$ cat config.mk
export PLATFORM = sky130hd
export DESIGN_NAME = tick_pulse_stretcher_flat
export DESIGN_NICKNAME = d
export VERILOG_FILES = /design/src/rtl/tick_pulse_stretcher_pkg.sv /design/src/rtl/tick_pulse_stretcher_if.sv /design/src/rtl/tick_pulse_stretcher_load_down_counter.sv /design/src/rtl/tick_pulse_stretcher.sv /design/src/flat_wrapper.sv
export SDC_FILE = /design/constraint.sdc
export NUM_CORES = 1
export LEC_CHECK = 0
export CORE_MARGIN = 2
export CORE_UTILIZATION = 45
export DETAILED_ROUTE_END_ITERATION = 16
export SYNTH_ARGS = -nofsm -noshare
export SYNTH_HDL_FRONTEND = slang
export SYNTH_HIERARCHICAL = 1
export SYNTH_SLANG_ARGS = --single-unit
$ cat constraint.sdc
create_clock -name clk -period 12.06 [get_ports clk]
set_clock_uncertainty 0.05 [all_clocks]
set_input_delay 2.412 -clock clk [delete_from_list [all_inputs] [get_ports clk]]
set_output_delay 2.412 -clock clk [all_outputs]
set_load 0.01 [all_outputs]
$ cat src/rtl/tick_pulse_stretcher_pkg.sv
// Shared pulse-driver definitions: state encoding, default timing and counter sizing.
// Used by tick_pulse_stretcher and the other output drivers (LED blinker, buzzer).
package vm_pulse_pkg;

  typedef enum logic [1:0] {
    IDLE = 2'b00,
    HIGH = 2'b01,
    LOW  = 2'b10
  } state_e;

  localparam int unsigned DEFAULT_HIGH_CYCLES = 25_000_000;
  localparam int unsigned DEFAULT_LOW_CYCLES  = 25_000_000;
  localparam int unsigned DEFAULT_PEND_W      = 4;

  function automatic int unsigned cnt_width(input int unsigned a, input int unsigned b);
    return $clog2(((a > b) ? a : b) + 1);
  endfunction

endpackage

$ cat src/rtl/tick_pulse_stretcher_if.sv
// Tick request / stretched pulse bundle between the vending FSM side and the pulse stretcher.
interface tick_pulse_stretcher_if
  import vm_pulse_pkg::*;
#(
  parameter int unsigned PEND_W = DEFAULT_PEND_W
);
  logic              tick;
  logic              ovf_clr;
  logic              level_out;
  logic              busy;
  logic              done;
  logic [PEND_W-1:0] pending;
  logic              overflow;

  modport master (
    output tick, ovf_clr,
    input  level_out, busy, done, pending, overflow
  );

  modport slave (
    input  tick, ovf_clr,
    output level_out, busy, done, pending, overflow
  );
endinterface

$ cat src/rtl/tick_pulse_stretcher_load_down_counter.sv
// Loadable down-counter that holds at zero; zero_next exposes the value after the coming edge.
module load_down_counter #(
  parameter int unsigned WIDTH = 8
) (
  input  logic             clk,
  input  logic             reset,
  input  logic             load,
  input  logic [WIDTH-1:0] load_val,
  output logic             zero,
  output logic             zero_next
);
  logic [WIDTH-1:0] cnt_q, cnt_d;

  always_comb begin
    cnt_d = cnt_q;
    if (load) begin
      cnt_d = load_val;
    end else if (cnt_q != '0) begin
      cnt_d = cnt_q - WIDTH'(1);
    end
  end

  always_ff @(posedge clk or posedge reset) begin
    if (reset) begin
      cnt_q <= '0;
    end else begin
      cnt_q <= cnt_d;
    end
  end

  assign zero      = (cnt_q == '0);
  assign zero_next = (cnt_d == '0);
endmodule

$ cat src/rtl/tick_pulse_stretcher.sv
// Stretches single-cycle ticks into HIGH_CYCLES-high / LOW_CYCLES-low pulse periods.
// Define TICK_PULSE_QUEUE_EN to queue ticks that arrive while busy; otherwise they are dropped.
module tick_pulse_stretcher
  import vm_pulse_pkg::*;
#(
  parameter int unsigned HIGH_CYCLES = DEFAULT_HIGH_CYCLES,
  parameter int unsigned LOW_CYCLES  = DEFAULT_LOW_CYCLES,
  parameter int unsigned PEND_W      = DEFAULT_PEND_W
) (
  input logic                 clk,
  input logic                 reset,
  tick_pulse_stretcher_if.slave bus
);
  localparam int unsigned      CNT_W     = cnt_width(HIGH_CYCLES, LOW_CYCLES);
  localparam logic [CNT_W-1:0] HIGH_LOAD = CNT_W'(HIGH_CYCLES - 1);
  localparam logic [CNT_W-1:0] LOW_LOAD  = CNT_W'(LOW_CYCLES - 1);
`ifdef TICK_PULSE_QUEUE_EN
  localparam bit QUEUE_EN = 1'b1;
`else
  localparam bit QUEUE_EN = 1'b0;
`endif

  state_e           state_q, state_d;
  logic             cnt_load;
  logic [CNT_W-1:0] cnt_load_val;
  logic             cnt_zero, cnt_zero_next;
  logic             last_low, pend_nz, req, drop;
  logic             level_q, busy_q, done_q, ovf_q;

  load_down_counter #(
    .WIDTH (CNT_W)
  ) u_cnt (
    .clk       (clk),
    .reset     (reset),
    .load      (cnt_load),
    .load_val  (cnt_load_val),
    .zero      (cnt_zero),
    .zero_next (cnt_zero_next)
  );

  assign last_low = (state_q == LOW) && cnt_zero;
  // Busy-time tick is a queue request unless it directly restarts an empty queue at LOW end.
  assign req = bus.tick && (state_q != IDLE) && !(QUEUE_EN && last_low && !pend_nz);

  always_comb begin
    state_d      = state_q;
    cnt_load     = 1'b0;
    cnt_load_val = HIGH_LOAD;
    unique case (state_q)
      IDLE: begin
        if (bus.tick) begin
          state_d  = HIGH;
          cnt_load = 1'b1;
        end
      end
      HIGH: begin
        if (cnt_zero) begin
          state_d      = LOW;
          cnt_load     = 1'b1;
          cnt_load_val = LOW_LOAD;
        end
      end
      LOW: begin
        if (cnt_zero) begin
          if (pend_nz || (QUEUE_EN && bus.tick)) begin
            state_d  = HIGH;
            cnt_load = 1'b1;
          end else begin
            state_d = IDLE;
          end
        end
      end
      default: state_d = IDLE;
    endcase
  end

`ifdef TICK_PULSE_QUEUE_EN
  localparam logic [PEND_W-1:0] MAX_PEND = '1;
  logic [PEND_W-1:0] pending_q, pending_d;
  logic              pend_dec, accept;

  assign pend_dec = last_low && pend_nz;
  // A restart frees one slot in the same cycle, so a full queue still accepts then.
  assign accept   = req && ((pending_q != MAX_PEND) || pend_dec);
  assign drop     = req && !accept;

  always_comb begin
    pending_d = pending_q;
    if (accept && !pend_dec) begin
      pending_d = pending_q + PEND_W'(1);
    end else if (!accept && pend_dec) begin
      pending_d = pending_q - PEND_W'(1);
    end
  end

  always_ff @(posedge clk or posedge reset) begin
    if (reset) begin
      pending_q <= '0;
    end else begin
      pending_q <= pending_d;
    end
  end

  assign pend_nz     = (pending_q != '0);
  assign bus.pending = pending_q;
`else
  assign pend_nz     = 1'b0;
  assign drop        = req;
  assign bus.pending = {PEND_W{1'b0}};
`endif

  always_ff @(posedge clk or posedge reset) begin
    if (reset) begin
      state_q <= IDLE;
      level_q <= 1'b0;
      busy_q  <= 1'b0;
      done_q  <= 1'b0;
      ovf_q   <= 1'b0;
    end else begin
      state_q <= state_d;
      level_q <= (state_d == HIGH);
      busy_q  <= (state_d != IDLE);
      done_q  <= (state_d == LOW) && cnt_zero_next;
      ovf_q   <= drop | (ovf_q & ~bus.ovf_clr);
    end
  end

  assign bus.level_out = level_q;
  assign bus.busy      = busy_q;
  assign bus.done      = done_q;
  assign bus.overflow  = ovf_q;
endmodule

$ cat src/flat_wrapper.sv
// flat-port wrapper written by rule: the top's interface ports become plain ports
module tick_pulse_stretcher_flat import vm_pulse_pkg::*;
#(
  parameter int unsigned HIGH_CYCLES = DEFAULT_HIGH_CYCLES,
  parameter int unsigned LOW_CYCLES  = DEFAULT_LOW_CYCLES,
  parameter int unsigned PEND_W      = DEFAULT_PEND_W
)
  (clk, reset, bus_tick, bus_ovf_clr, bus_level_out, bus_busy, bus_done, bus_pending, bus_overflow);
  tick_pulse_stretcher_if #(.PEND_W(PEND_W)) bus_i ();
  input logic clk;
  input logic reset;
  input wire logic [$bits(bus_i.tick)-1:0] bus_tick;
  input wire logic [$bits(bus_i.ovf_clr)-1:0] bus_ovf_clr;
  output wire logic [$bits(bus_i.level_out)-1:0] bus_level_out;
  output wire logic [$bits(bus_i.busy)-1:0] bus_busy;
  output wire logic [$bits(bus_i.done)-1:0] bus_done;
  output wire logic [$bits(bus_i.pending)-1:0] bus_pending;
  output wire logic [$bits(bus_i.overflow)-1:0] bus_overflow;
  assign bus_i.tick = bus_tick;
  assign bus_i.ovf_clr = bus_ovf_clr;
  assign bus_level_out = bus_i.level_out;
  assign bus_busy = bus_i.busy;
  assign bus_done = bus_i.done;
  assign bus_pending = bus_i.pending;
  assign bus_overflow = bus_i.overflow;
  tick_pulse_stretcher #(.HIGH_CYCLES(HIGH_CYCLES), .LOW_CYCLES(LOW_CYCLES), .PEND_W(PEND_W)) u_core (.clk(clk), .reset(reset), .bus(bus_i));
endmodule
Yosys cells after proc, flatten, opt, wreduce, memory -nomap -nowiden

Index checks and enable logic that the tools add are counted.
Widths: inputs -> output; s select.

Output and inout bits: 8
Logic and storage cells: 31
Bits in registers: 31
Input bits: 4

Reductions and logical operators: 8
Bitwise logic cells: 3
Muxes and demuxes: 9
Add/subtract/negate cells: 1
Equality and inequality tests: 4

Operators with widths:

| kind                  | number |
|---|---|
| $logic_not 25->1      | 2 |
| $mux 25               | 2 |
| $reduce_bool 25->1    | 1 |
| $sub 25x1->25 const B | 1 |
| $mux 2                | 3 |
| $pmux 2 s3            | 1 |
| $eq 2x1->1 const B    | 2 |
| $eq 2x2->1 const B    | 2 |
| $reduce_bool 2->1     | 2 |
| $logic_and 1x1->1     | 2 |
| $logic_not 2->1       | 1 |
| $mux 1                | 2 |
| $pmux 1 s2            | 1 |
| $and 1x1->1           | 1 |
| $not 1->1             | 1 |
| $or 1x1->1            | 1 |

Longest topological paths before layout

Depth after elaboration: 6
Gate-level depth with buffers: 17
Mapped depth without buffers: 15

By module

The synthesis kept the hierarchy.

By module, submodules not included:

| module               | cells an instance | seq. area each (um^2) | instances | area an instance (um^2) |
|---|---|---|---|---|
| load_down_counter    | 214               | 625.6                 | 1         | 1,824.2 |
| tick_pulse_stretcher | 28                | 150.1                 | 1         | 279.0 |

Least setup slack after synthesis

OpenSTA, ideal clock, no wires.

Path type: in2reg
Start point: input bus_tick
End point: register u_core.done_q (netlist: u_core/bus.done)
Buffers on the path: 2
Data arrival time: 4.976 ns
Setup slack: 6.961 ns
Library setup time: 0.073 ns
Data required time: 11.937 ns
Stages: 12
Path through: nand2b_1 a21oi_1 clkbuf_1 inv_1 clkbuf_1 o211ai_1 o311ai_0 a41o_1 or4b_1 or4_1 nor4_2 a21boi_2

Word-level cells in the longest chain between the ends: 5
Elaborated cells on any way between the ends: 8
Those cells by class: eq/ne: 1; mux: 5; reduce/logical: 2

RTL lines:

| item                       | RTL line                                     | RTL |
|---|---|---|
| from (decl)                | flat_wrapper.sv:12                           | `input wire logic [$bits(bus_i.tick)-1:0] bus_tick;` |
| $mux 1                     | tick_pulse_stretcher.sv:51                   | `if (bus.tick) begin` |
| $pmux 1 s2                 | tick_pulse_stretcher.sv:49                   | `unique case (state_q)` |
| via u_core.cnt_load        | tick_pulse_stretcher.sv:24                   | `logic cnt_load;` |
| $mux 25                    | tick_pulse_stretcher_load_down_counter.sv:16 | `if (load) begin` |
| via u_core.u_cnt.cnt_d[22] | tick_pulse_stretcher_load_down_counter.sv:12 | `logic [WIDTH-1:0] cnt_q, cnt_d;` |
| $logic_not 25->1           | tick_pulse_stretcher_load_down_counter.sv:32 | `assign zero_next = (cnt_d == '0);` |
| via u_core.cnt_zero_next   | tick_pulse_stretcher.sv:26                   | `logic cnt_zero, cnt_zero_next;` |
| $logic_and 1x1->1          | tick_pulse_stretcher.sv:123                  | `done_q <= (state_d == LOW) && cnt_zero_next;` |
| to (signal assigned)       | tick_pulse_stretcher.sv:123                  |  |
| to (decl)                  | tick_pulse_stretcher.sv:28                   | `logic level_q, busy_q, done_q, ovf_q;` |

The timed path passes the listed nets, and every way through them passes these cells.

Worst setup path in the final report

Same ends and word-level chain as after synthesis.

==> flow_summary.yaml <==
sta:
  tightest_slew_ps: 1280
  achievable-frequency_mhz: 171
  min_period_ps: 5840
  rsz0062_at_grt: "no"
  post-route-period-util_pct: 48.4
  setup_slack_ps: 6220
  hold_violations: 0
  worst_hold_slack_ps: 468
  setup_viol_count_final: 0
  fin_setup_tns_ps: 0
  timing.final.max_slew_violations: 0
  slew_hr_pct: 14.1
global_route:
  grt_usage_pct: 23.2
  met1_usage_pct: 33.2
  first_global_vias: 1752
  grt.overflow.total: 0
  grtUsageMet2_pct: 35.0
  grt_max_degree: 47
  most_utilized_layer_in_the_global_route_result: "met2"
  grt_pass1_wl_um: 9210
  antenna_found_initial: 0
  use_met3_pct: 4.72
floorplan:
  core.rowCount: 24
  chipWidth_um: 72.4
  floorplan.io_pins: 12
  fp.dieArea_um2: 5240
  die_y_um: 72.4
  core-area_um2: 4410
  floorplan.initialDensity_pct: 47.6
drt:
  postRouteWirelength_um: 5370
  vias: 1866
  detail_route.vias_per_cell: 5.72
  number_of_antenna_violating_nets_in_the_routed_design: 0
  drt-pass1-iter-count: 4
  post_drt_wl_per_cell_um: 16.5
  drt-initial-drc-count: 149
  drt_drc: 0
run_status:
  outcome: "completed"
placement:
  place.port_buffers: 7
  routabilityCongestion: 0.882
  dp_slack_ps: 5910
  dp.cells: 318
  dp_hpwl_um: 3970
setup_path:
  worst_setup_path_start_kind: "primary input"
  critical_path_class: "primary input to flip-flop"
  rr_startpoint: "u_core/u_cnt/cnt_q[0]$_DFF_PP0_"
  worst_path_max_delay_cell: "sky130_fd_sc_hd__or4b_1"
  slowest_delay_ps: 500
  crit_required_ps: 12230
  crit_start: "bus_tick"
  crit_path_end_kind: "flip-flop"
  cp_cell_sequence: "clkdlybuf4s50_1, nand2b_1, a21oi_4, buf_4, inv_1, o211ai_1, o311ai_0, a41o_1, or4b_1, or4_1, nor4_2, a21boi_2"
  worst_r2r_path_depth: 16
  path_max_fanout: 46
  timing.critical_path.arrival_ps: 6010
  critical_path.reg2reg.endpoint: "u_core/bus.done$_DFF_PP0_"
  setup.reg_to_reg.worst_slack_ps: 6570
clock_tree:
  cts.hold.buffers_added: 0
  cts.reportedPaths.clkPinSlew_ps: 60
  post_cts.repair.setup_buffers: 0
  clock_latency_ps: 280
  postCtsResizedCells: 0
  clock_path_buffers: 2
  clock-root-buffer: "sky130_fd_sc_hd__clkbuf_8"
  cts_made_buffers: 5
  tritoncts: "yes"
  cts_max_level: 2
  clkSinkCount: 31
finish:
  final_layout_size_suffix_gt1_share_pct: 8.03
  nFillCells: 432
  final_cell_mix: "sky130_fd_sc_hd__conb_1 (34), sky130_fd_sc_hd__dfrtp_1 (31), sky130_fd_sc_hd__nand2_1 (20)"
  instances_no_fill: 326
  sequential_cell_area_um2: 776
  multiInputGateArea_um2: 1320
  areaGrowthSynthToFinish_pct: 13.0
  num_antenna_cells: 0
  most_frequent_standard_cell_in_the_layout_excluding_fill_and_tap_cells: "sky130_fd_sc_hd__conb_1"
  nets: 278
worst_hold_path:
  worst_hold_path_depth: 2
  holdCritStartpoint: "u_core/bus.overflow$_DFF_PP0_"
  hold_class: "flip-flop to flip-flop"
  hold_end: "u_core/bus.overflow$_DFF_PP0_"
synth:
  yosysSeqAreaShare_pct: 36.9
  synth_cell_type_count: 57
  netlist_instances: 242
  synth_seq_cells: 31
  ys_dominant_reg_cell: "sky130_fd_sc_hd__dfrtp_1"
  number_of_warnings_printed_during_yosys_synthesis: 6
  post_synth_edffs: 0
  asyncSetResetFlopFracSynth_pct: 100
  synth.avg_cell_area_um2: 8.69
  syn_area_um2: 2100
pwr:
  combPwrFrac_pct: 27.2
  netSwitchingFraction_pct: 36.6
  total_switching_power_w: 0.000118
  pwr_density_cell_nw_per_um2: 135
  clock_power_share_pct: 24.3
  p_leak_nw: 0.879
  intPower_w: 0.000204
  peakVddDrop_mv: 0.0873
  sequentialPowerShare_pct: 48.5
flow_run:
  maxCapViolations: 0
[per-stage QoR]
step	total power, W	util [%]	area (µm²)
finish	0.000322	53.8	2380
CTS	0.000322	53.8	2380
floorplan	0.000216	-	2220
global placement	0.000242	52.0	2290
detailed placement	0.000242	52.0	2290
global route	0.000343	53.8	2380
[registers in the layout, indices dropped and copies added (netlist names)]
register and flops:
u_core/bus.busy 1, u_core/state_q 2, u_core/u_cnt/cnt_q 25, u_core/bus.overflow 1, u_core/bus.level_out 1, u_core/bus.done 1
[cell usage after synthesis, types with 3 or more instances]
library cell               instances  area share (%)
sky130_fd_sc_hd__or3_1             7             2.1
sky130_fd_sc_hd__o41ai_1           3             1.2
sky130_fd_sc_hd__nor2_1           15             2.7
sky130_fd_sc_hd__a31oi_1           4             1.2
sky130_fd_sc_hd__dfrtp_1          31              37
sky130_fd_sc_hd__nand2_1          20             3.6
sky130_fd_sc_hd__nor3_1            9             2.1
sky130_fd_sc_hd__nand4_1           4             1.2
sky130_fd_sc_hd__clkbuf_1          9             1.6
sky130_fd_sc_hd__o211ai_1          7             2.5
sky130_fd_sc_hd__buf_4             4             1.4
sky130_fd_sc_hd__nand2b_1          5             1.5
sky130_fd_sc_hd__and2_1            3            0.89
sky130_fd_sc_hd__or2_2             3            0.89
sky130_fd_sc_hd__mux2_2            3             1.6
sky130_fd_sc_hd__a21oi_1           7             1.7
sky130_fd_sc_hd__nor4b_1           4             1.7
sky130_fd_sc_hd__o311ai_0          4             1.7
sky130_fd_sc_hd__or4b_1            3             1.4
sky130_fd_sc_hd__xnor2_1           7             2.9
sky130_fd_sc_hd__o21ai_1           3            0.71
sky130_fd_sc_hd__inv_1            14             2.5
sky130_fd_sc_hd__a21boi_0          3             1.1
sky130_fd_sc_hd__o21ai_0          11             2.6
sky130_fd_sc_hd__o31ai_1           3             1.1
sky130_fd_sc_hd__or4_1             9             3.2
sky130_fd_sc_hd__a211oi_1          3             1.1
sky130_fd_sc_hd__nor4_1            8             2.4
[cell families after synthesis]
kind of cell	synth area share [%]
other	0.357
AOI/OAI and AO/OA	21.3
adders and majority gates	0.595
DFF	36.9
xor gates and xnor gates	3.33
buffers and inverters	6.42
muxes	1.61
and+or+nand+nor	29.5
[critical path: cells and delay by family]
| kind | cells | cell delay, ps |
|---|---|---|
| compound gates | 5 | 900 |
| buf+inv | 3 | 1280 |
| simple gates | 4 | 1400 |
[metal layers]
layer	vias up	share of wire [%]
li1	943	-
met1	850	49
met2	65	43
met3	8	6.0
met4	0	1.6
met5	-	0
[worst max path at each step]
stage,to,cells after the start
after floorplan,u_core/bus.done$_DFF_PP0_,12
after global placement,u_core/bus.done$_DFF_PP0_,12
after detailed placement,u_core/bus.done$_DFF_PP0_,12
after CTS,u_core/bus.done$_DFF_PP0_,12
after global routing,u_core/bus.done$_DFF_PP0_,12
final,u_core/bus.done$_DFF_PP0_,12
[power groups by stage]
stage                     registers (W)  logic [W]  clock network (W)
after global routing           0.000159   0.000100          0.0000841
final                          0.000156  0.0000875          0.0000783
after CTS                      0.000154  0.0000873          0.0000810
after floorplan                0.000145  0.0000706                  0
after global placement         0.000155  0.0000866                  0
after detailed placement       0.000156  0.0000867                  0
[final cells by class]
type,instances,share of cell area (%)
multi-input cells,213,55.7
flip-flops and latches,31,32.6
repair buffers,8,3.26
clock buffers,7,3.21
well taps,52,2.74
inverters,14,2.21
clock inverters,1,0.211
(Power assumes the default switching activity.)
